--- config.mk ---
export PLATFORM = sky130hd
export DESIGN_NAME = led_sequencer
export DESIGN_NICKNAME = d
export VERILOG_FILES = /design/src/rtl/led_sequencer.sv
export SDC_FILE = /design/constraint.sdc
export NUM_CORES = 1
export LEC_CHECK = 0
export ABC_AREA = 1
export BUFFER_PORTS_ARGS = -buffer_cell sky130_fd_sc_hd__buf_2
export CAP_MARGIN = 20
export CORE_UTILIZATION = 57
export CTS_BUF_LIST = sky130_fd_sc_hd__clkbuf_2
export DETAILED_ROUTE_END_ITERATION = 16
export PLACE_DENSITY_LB_ADDON = 0.2
export SYNTH_ARGS = -nofsm -noshare
export SYNTH_HDL_FRONTEND = slang
export SYNTH_SLANG_ARGS = --single-unit
--- constraint.sdc ---
create_clock -name clk -period 1.48 [get_ports clk]
set_input_delay 0.074 -clock clk [delete_from_list [all_inputs] [get_ports clk]]
set_output_delay 0.074 -clock clk [all_outputs]
set_load 0.02 [all_outputs]
--- src/rtl/led_sequencer.sv ---
// led_sequencer
// Running-LED sequencer for N_LED discrete/RGB channels. A prescaler divides
// clk into a step tick. Each step moves a one-hot pattern according to mode:
// rotate right, rotate left, bounce or hold. A free-running PWM counter then
// gates the lit channel to set its brightness.
//
// Ports
//   clk    in  1         system clock
//   reset  in  1         asynchronous reset, active high
//   en     in  1         1 = prescaler and pattern run, 0 = both freeze
//   mode   in  2         00 rotate right, 01 rotate left, 10 bounce, 11 hold
//   duty   in  PWM_BITS  brightness: 0 = off, all-ones = fully on
//   led    out N_LED     registered LED drive, inverted when ACTIVE_LOW = 1
//   step   out 1         one-cycle pulse in the first cycle a new pattern is held
module led_sequencer #(
  parameter int N_LED      = 3,
  parameter int TICK_DIV   = 24000000,
  parameter int PWM_BITS   = 8,
  parameter bit ACTIVE_LOW = 1'b0
) (
  input  logic                clk,
  input  logic                reset,
  input  logic                en,
  input  logic [1:0]          mode,
  input  logic [PWM_BITS-1:0] duty,
  output logic [N_LED-1:0]    led,
  output logic                step
);

  localparam int                  CNT_W   = (TICK_DIV > 1) ? $clog2(TICK_DIV) : 1;
  localparam logic [CNT_W-1:0]    CNT_MAX = CNT_W'(TICK_DIV - 1);
  localparam logic [N_LED-1:0]    PAT_RST = {{(N_LED-1){1'b0}}, 1'b1};
  localparam logic [N_LED-1:0]    LED_OFF = {N_LED{ACTIVE_LOW}};
  localparam logic [PWM_BITS-1:0] PWM_MAX = {PWM_BITS{1'b1}};

  typedef enum logic [1:0] {
    MODE_RIGHT  = 2'b00,
    MODE_LEFT   = 2'b01,
    MODE_BOUNCE = 2'b10,
    MODE_HOLD   = 2'b11
  } mode_e;

  // Move the lit bit one position toward bit 0, wrapping bit 0 to the top.
  function automatic logic [N_LED-1:0] rot_right(input logic [N_LED-1:0] p);
    return {p[0], p[N_LED-1:1]};
  endfunction

  // Move the lit bit one position toward the top, wrapping the top bit to bit 0.
  function automatic logic [N_LED-1:0] rot_left(input logic [N_LED-1:0] p);
    return {p[N_LED-2:0], p[N_LED-1]};
  endfunction

  logic [CNT_W-1:0]    cnt_q, cnt_d;
  logic [N_LED-1:0]    pat_q, pat_d;
  logic                dir_q, dir_d;
  logic                step_q, step_d;
  logic [PWM_BITS-1:0] pwm_cnt_q, pwm_cnt_d;
  logic [PWM_BITS-1:0] duty_q, duty_d;
  logic [N_LED-1:0]    led_q, led_d;
  logic                tick_s;
  logic                on_s;

  // A step fires only on an enabled edge at terminal count. If en drops
  // at terminal count, cnt stays parked there and the step fires on the
  // next enabled edge.
  assign tick_s = en & (cnt_q == CNT_MAX);

  // Drive the PWM gate. All-ones duty is forced fully on because
  // pwm_cnt < all-ones misses exactly one cycle per period.
  assign on_s = (duty_q == PWM_MAX) | (pwm_cnt_q < duty_q);

  // Compute the next prescaler value.
  always_comb begin
    cnt_d = cnt_q;
    if (en) begin
      if (tick_s) begin
        cnt_d = {CNT_W{1'b0}};
      end else begin
        cnt_d = cnt_q + CNT_W'(1);
      end
    end else begin
      cnt_d = cnt_q;
    end
  end

  // Compute the next pattern, bounce direction and step pulse.
  // mode is sampled only here, so a mode change takes effect at the next step.
  always_comb begin
    pat_d  = pat_q;
    dir_d  = dir_q;
    step_d = tick_s;
    if (tick_s) begin
      case (mode_e'(mode))
        MODE_RIGHT:  pat_d = rot_right(pat_q);
        MODE_LEFT:   pat_d = rot_left(pat_q);
        MODE_BOUNCE: begin
          // dir is written only here and persists across other modes.
          if (!dir_q) begin
            if (pat_q[N_LED-1]) begin
              dir_d = 1'b1;
              pat_d = rot_right(pat_q);
            end else begin
              pat_d = rot_left(pat_q);
            end
          end else begin
            if (pat_q[0]) begin
              dir_d = 1'b0;
              pat_d = rot_left(pat_q);
            end else begin
              pat_d = rot_right(pat_q);
            end
          end
        end
        MODE_HOLD:   pat_d = pat_q;
        default:     pat_d = pat_q;
      endcase
    end else begin
      pat_d = pat_q;
    end
  end

  // Compute the PWM counter and duty capture. pwm_cnt free-runs
  // independently of en. duty is captured only on the wrap edge, so a
  // brightness change never cuts a PWM period short.
  always_comb begin
    pwm_cnt_d = pwm_cnt_q + PWM_BITS'(1);
    if (pwm_cnt_q == PWM_MAX) begin
      duty_d = duty;
    end else begin
      duty_d = duty_q;
    end
  end

  // Gate the pattern with PWM and apply output polarity.
  always_comb begin
    led_d = (pat_q & {N_LED{on_s}}) ^ LED_OFF;
  end

  // Hold all state registers; reset clears them asynchronously.
  always_ff @(posedge clk or posedge reset) begin
    if (reset) begin
      cnt_q     <= {CNT_W{1'b0}};
      pat_q     <= PAT_RST;
      dir_q     <= 1'b0;
      step_q    <= 1'b0;
      pwm_cnt_q <= {PWM_BITS{1'b0}};
      duty_q    <= {PWM_BITS{1'b0}};
      led_q     <= LED_OFF;
    end else begin
      cnt_q     <= cnt_d;
      pat_q     <= pat_d;
      dir_q     <= dir_d;
      step_q    <= step_d;
      pwm_cnt_q <= pwm_cnt_d;
      duty_q    <= duty_d;
      led_q     <= led_d;
    end
  end

  assign led  = led_q;
  assign step = step_q;

endmodule

Yosys cells after proc, flatten, opt, wreduce, memory -nomap -nowiden
Cells that the tools add are included.

word-level totals
  flip-flop bits (word level) = 49
  bits of input ports = 13
  output and inout bits = 4
  word-level logic and storage cells = 31

operators by class
  add/sub/neg operators = 2
  order comparisons = 1
  eq/ne operators = 6
  muxes and demuxes = 8
  bitwise operators = 4
  reduce and logical (&&, ||, !) cells = 3

operator list
  kind                                                  number
  adder 25 x 1 -> 25 bit (second input constant)        1
  equality test 25 bit (second input constant)          1
  two-way mux 25 bit                                    1
  equality test 8 bit (second input constant)           2
  two-way mux 3 bit                                     3
  case mux 3 bit (3 select lines)                       1
  adder 8 x 1 -> 8 bit (second input constant)          1
  less-than comparator 8 bit                            1
  equality test 2 bit (second input constant)           2
  AND reduction 2 bit                                   2
  bitwise AND 3 bit                                     1
  two-way mux 1 bit                                     3
  equality test 2 x 1 -> 1 bit (second input constant)  1
  zero test 2 bit                                       1
  bitwise AND 1 bit                                     1
  NOT 1 bit                                             1
  bitwise OR 1 bit                                      1

Depth between registers and ports, before layout
  depth in word-level cells = 3
  gate-level depth with buffers = 11
  depth with buffers taken out = 10

Worst setup path after synthesis
OpenSTA, ideal clock, no wires.

  path type = register to register
  from = register cnt_q[1]
  to = register pat_q[2]
  library setup time = 117 ps
  arrival time = 1272 ps
  required time = 1363 ps
  slack = 90 ps
  stages on the path, launching flop included = 11
  buffers on the path = 0
  period minus slack after synthesis = 1390 ps
  cells stage by stage = dfrtp_1 -> ha_1 -> inv_1 -> nor2_2 -> nand2_4 -> inv_6 -> nand2_2 -> nor2_4 -> nand3_2 -> nand2_1 -> nand2_1

on the way
  cells in the longest elaborated chain, start to end = 3

ends and longest elaborated chain
  element                        RTL line  text
  from (decl)                    53        logic [CNT_W-1:0] cnt_q, cnt_d;
  from (signal assigned)         142       cnt_q <= {CNT_W{1'b0}};
  from (signal assigned)         150       cnt_q <= cnt_d;
  equality test 25 bit           66        assign tick_s = en & (cnt_q == CNT_MAX);
  bitwise AND 1 bit              66
  AND reduction 2 bit (no line)  -
  to (signal assigned)           151       pat_q <= pat_d;
  to (decl)                      54        logic [N_LED-1:0] pat_q, pat_d;

No other way between the ends.
A chain may end at the register's enable or synchronous reset.

Worst setup path after layout
  from = register pwm_cnt_q[1]
  to = register led_q[0] (netlist: led[0])

on the way
  cells in the longest elaborated chain, start to end = 3

ends and longest elaborated chain
  element                     RTL line  text
  from (decl)                 57        logic [PWM_BITS-1:0] pwm_cnt_q, pwm_cnt_d;
  from (signal assigned)      146       pwm_cnt_q <= {PWM_BITS{1'b0}};
  from (signal assigned)      154       pwm_cnt_q <= pwm_cnt_d;
  less-than comparator 8 bit  70        assign on_s = (duty_q == PWM_MAX) | (pwm_cnt_q < duty_q);
  bitwise OR 1 bit            70
  bitwise AND 3 bit           136       led_d = (pat_q & {N_LED{on_s}}) ^ LED_OFF;
  via led_d[0]                59        logic [N_LED-1:0] led_q, led_d;
  to (signal assigned)        156       led_q <= led_d;
  to (decl)                   59

The timed path passes the listed nets, and every way through them passes these cells.

==> flow_metrics.tcl <==
set metrics [dict create \
    status "finished clean" \
    cts_buffers 5 \
    area_growth_pct 22.7 \
    finalCriticalPeriod_ns 1.44 \
    coreArea_sq_um 5170 \
    worstPathRequired_ns 1.86 \
    synth_top_area_share_pct 38.9 \
    syn_area_per_cell_sq_um 7.53 \
    setup_violations 0 \
    row_count 26 \
    initial_core_util_pct 59.7 \
    busiest_layer "met2" \
    fin_util_pct 73.2 \
    synth_top_family_by_area "simple AND/OR/NAND/NOR gates" \
    max_stage_delay_ns 0.44 \
    crit_family "flip-flops" \
    cts_tree "yes" \
    synth_fp_nets 435 \
    clkSinkCount 49 \
    yosys.area.top_type "dfrtp_1" \
    start_kind "flip-flop" \
    root_buffer "clkbuf_2" \
    drt_iter0_drc 141 \
    grt_setup_unrepaired "yes" \
    seq_area_frac_synth_pct 39.8 \
    dp_hpwl_um 4880 \
    cp_max_fo 3 \
    relSlewSlack_pct 71.1 \
    h-tree-depth 2 \
    cpMostUsedCell "nand2_1" \
    track_usage_pct 24.7 \
    power_leakage_nw 1.93 \
    cts.path.max_buffers 2 \
    synth_fa_ha_area_share_pct 4.86 \
    seqPwrFrac_pct 54.4 \
    vias 2743 \
    combPwrFrac_pct 27.1 \
    synth_warnings 0 \
    synth_area_sq_um 3090 \
    p_int_mw 1.94 \
    io_pins 17 \
    pwr_density_cell_nw_per_um2 792 \
    async_flop_share_pct 100 \
    critPathKind "flip-flop to flip-flop" \
    drv_slew 0 \
    die_w_um 75.6 \
    nets 497 \
    maxCapViolCount 0 \
    power.switching_mw 1.06 \
    synth.ff_latch_count 49 \
    grtUsageMet3_pct 4.50 \
    viasPerCell 5.05 \
    synth_ff_type "dfrtp_1" \
    gp_congestion 0.887 \
    antenna_cells 0 \
    drc 0 \
    detail-route-antenna-nets 0 \
    die_y_um 75.6 \
    grt_max_degree 33 \
    synth_edf_count 0 \
    critPathArrivalTime_ns 1.81 \
    synth.area.top_cells "dfrtp_1 39%, nand2_1 11%, inv_1 7.7%, nor2_1 7.1%, ha_1 4.9%" \
    synth-simple-area-share_pct 36.0 \
    ir_drop_mv 0.664 \
    wl_per_cell_um 12.6 \
    ys_types 32 \
    finClkSkew_ns 0.0205 \
    synth-compound-area-share_pct 5.67 \
    clkSlewWorstSetupHoldPaths_ns 0.24 \
    clock_latency_ns 0.42 \
    fp.dieArea_sq_um 5710 \
    synth-xor-area-share_pct 3.97 \
    crit_path_end_kind "flip-flop" \
    dr.pass1.iters 4 \
    io_buffer_count 16 \
    wl_um 6850 \
    finalSetupTns_ns 0 \
    synthMuxAreaShare_pct 0 \
    fmax_ghz 0.696 \
    crit_buf_inv 1 \
    grt_overflow 0 \
    min_path_type "input port to flip-flop" \
    grt_use_met1_pct 32.5 \
    antenna_found_initial 0 \
    crit_chain "buf_4, ha_1, nand2_1, nand2_1, nand2_1, nand2_1, nand2_1, nand2_2, a21oi_1" \
    finalHoldViolations 0 \
    switching_share_pct 35.2 \
    grt_pass1_wl_um 10500 \
    synthesis.instances 410 \
    min_period_over_period_pct 97.1 \
    clkPwrFrac_pct 18.5 \
    num-fill-cells 402 \
    grt_pass1_vias 2451 \
    cpMaxStageDelayCell "dfrtp_1" \
    drive_gt1_share_pct 30.7 \
    tightest_slew_ns 0.433 \
    met2_usage_pct 40.8 \
]
-- layout by cell type (no fill, tap or decap), drive strengths merged --
master	instances
nand2	105
nor2	73
inv	69
dfrtp	48
buf	48
nand3	28
a21oi	20
xor2	12
ha	12
nor3	12
dlygate4sd3	10
nand4	9
o21ai	9
clkbuf	8
nor4	2
xnor2	2
clkinv	1
and2	1
nor3b	1
or2	1
nand3b	1
dfstp	1
-- repair_timing --
action,in CTS,in global routing
hold endpoints to repair,59,0
hold buffers,10,0
resized for setup,3,45
pin swaps,1,17
setup buffers,2,14
gates cloned,0,1
endpoints found under the setup margin,19,32
-- per-layer routing --
metal	up-vias	wire length [um]
met3	15	226
li1	1402	-
met4	0	195
met2	65	3410
met5	-	0
met1	1261	3020
-- final cells by class --
type	instances	area (sq um)	area share [%]
Multi-Input combinational cell	288	1720	45.4
Sequential cell	49	1230	32.6
Timing Repair Buffer	58	437	11.5
Tap cell	70	87.6	2.31
Inverter	70	269	7.11
Clock buffer	8	40.0	1.06
-- tightest hold or removal path, stage by stage --
cell and delay, ns:
buf_2 0.10, ha_1 0.13, inv_1 0.08, nand4_1 0.10
nand2_1 0.05
-- sequential cells by signal, indices dropped and copies added, names as in the netlist --
register	cells
cnt_q	25
duty_q	8
pwm_cnt_q	8
dir_q	1
pat_q	3
step	1
led	3
-- worst paths after layout --
path	from	cells past startpoint	to	slack, ns
max	pwm_cnt_q[1]	9	led[0]	0.04
min	mode[1]	5	pat_q[0]	0.08
max reg2reg	pwm_cnt_q[1]	9	led[0]	0.04
min reg2reg	pat_q[0]	2	pat_q[0]	0.54
max in group asynchronous	reset	4	cnt_q[11]	0.78
min in group asynchronous	reset	3	dir_q	0.15
-- per-stage QoR --
stage / total power, mW / area, sq um / worst slack, ns / hold slack, ns / cells
final: 3.00 / 3790 / 0.0428 / 0.0830 / 543
after global routing: 3.18 / 3790 / -0.0796 / 0.0951 / 543
after CTS: 2.96 / 3540 / 0.00658 / 0.0649 / 530
after detailed placement: 2.37 / 3370 / -0.0716 / 0.110 / 510
after global placement: 2.33 / 3370 / -0.0139 / 0.0870 / 510
after floorplan: 2.15 / 3090 / 0.0904 / 0.216 / 410
-- synthesized netlist by cell type, types with 2 or more instances --
master   instances
nand2_1         94
inv_1           63
nor2_1          58
dfrtp_1         48
nand3_1         24
a21oi_1         12
ha_1            12
xor2_1          12
nor2_2          10
a21oi_2          8
nand2_2          8
nand4_1          8
nor3_1           7
inv_2            5
nor2_4           5
nor3_2           5
o21ai_0          5
nand3_2          4
o21ai_1          4
buf_2            2
buf_6            2
nand2_4          2
nor4_1           2
xnor2_1          2
-- power by group through the flow --
stage	clock, mW	combinational (mW)	sequential [mW]
6_report	0.554	0.812	1.63
2_1_floorplan	0	0.530	1.62
5_1_grt	0.605	0.923	1.65
3_3_place_gp	0	0.698	1.63
4_1_cts	0.566	0.781	1.61
3_5_place_dp	0	0.730	1.64
-- logic make-up (layout without fill, tap and decap cells) --
logic type | Yosys count | after routing
buffers and inverters | 74 | 136
and+or+nand+nor | 232 | 233
AOI/OAI and AO/OA | 29 | 29
xor gates and xnor gates | 14 | 14
adders and majority gates | 12 | 12
DFF | 49 | 49
Note: power is estimated with default switching activity, not from simulation.
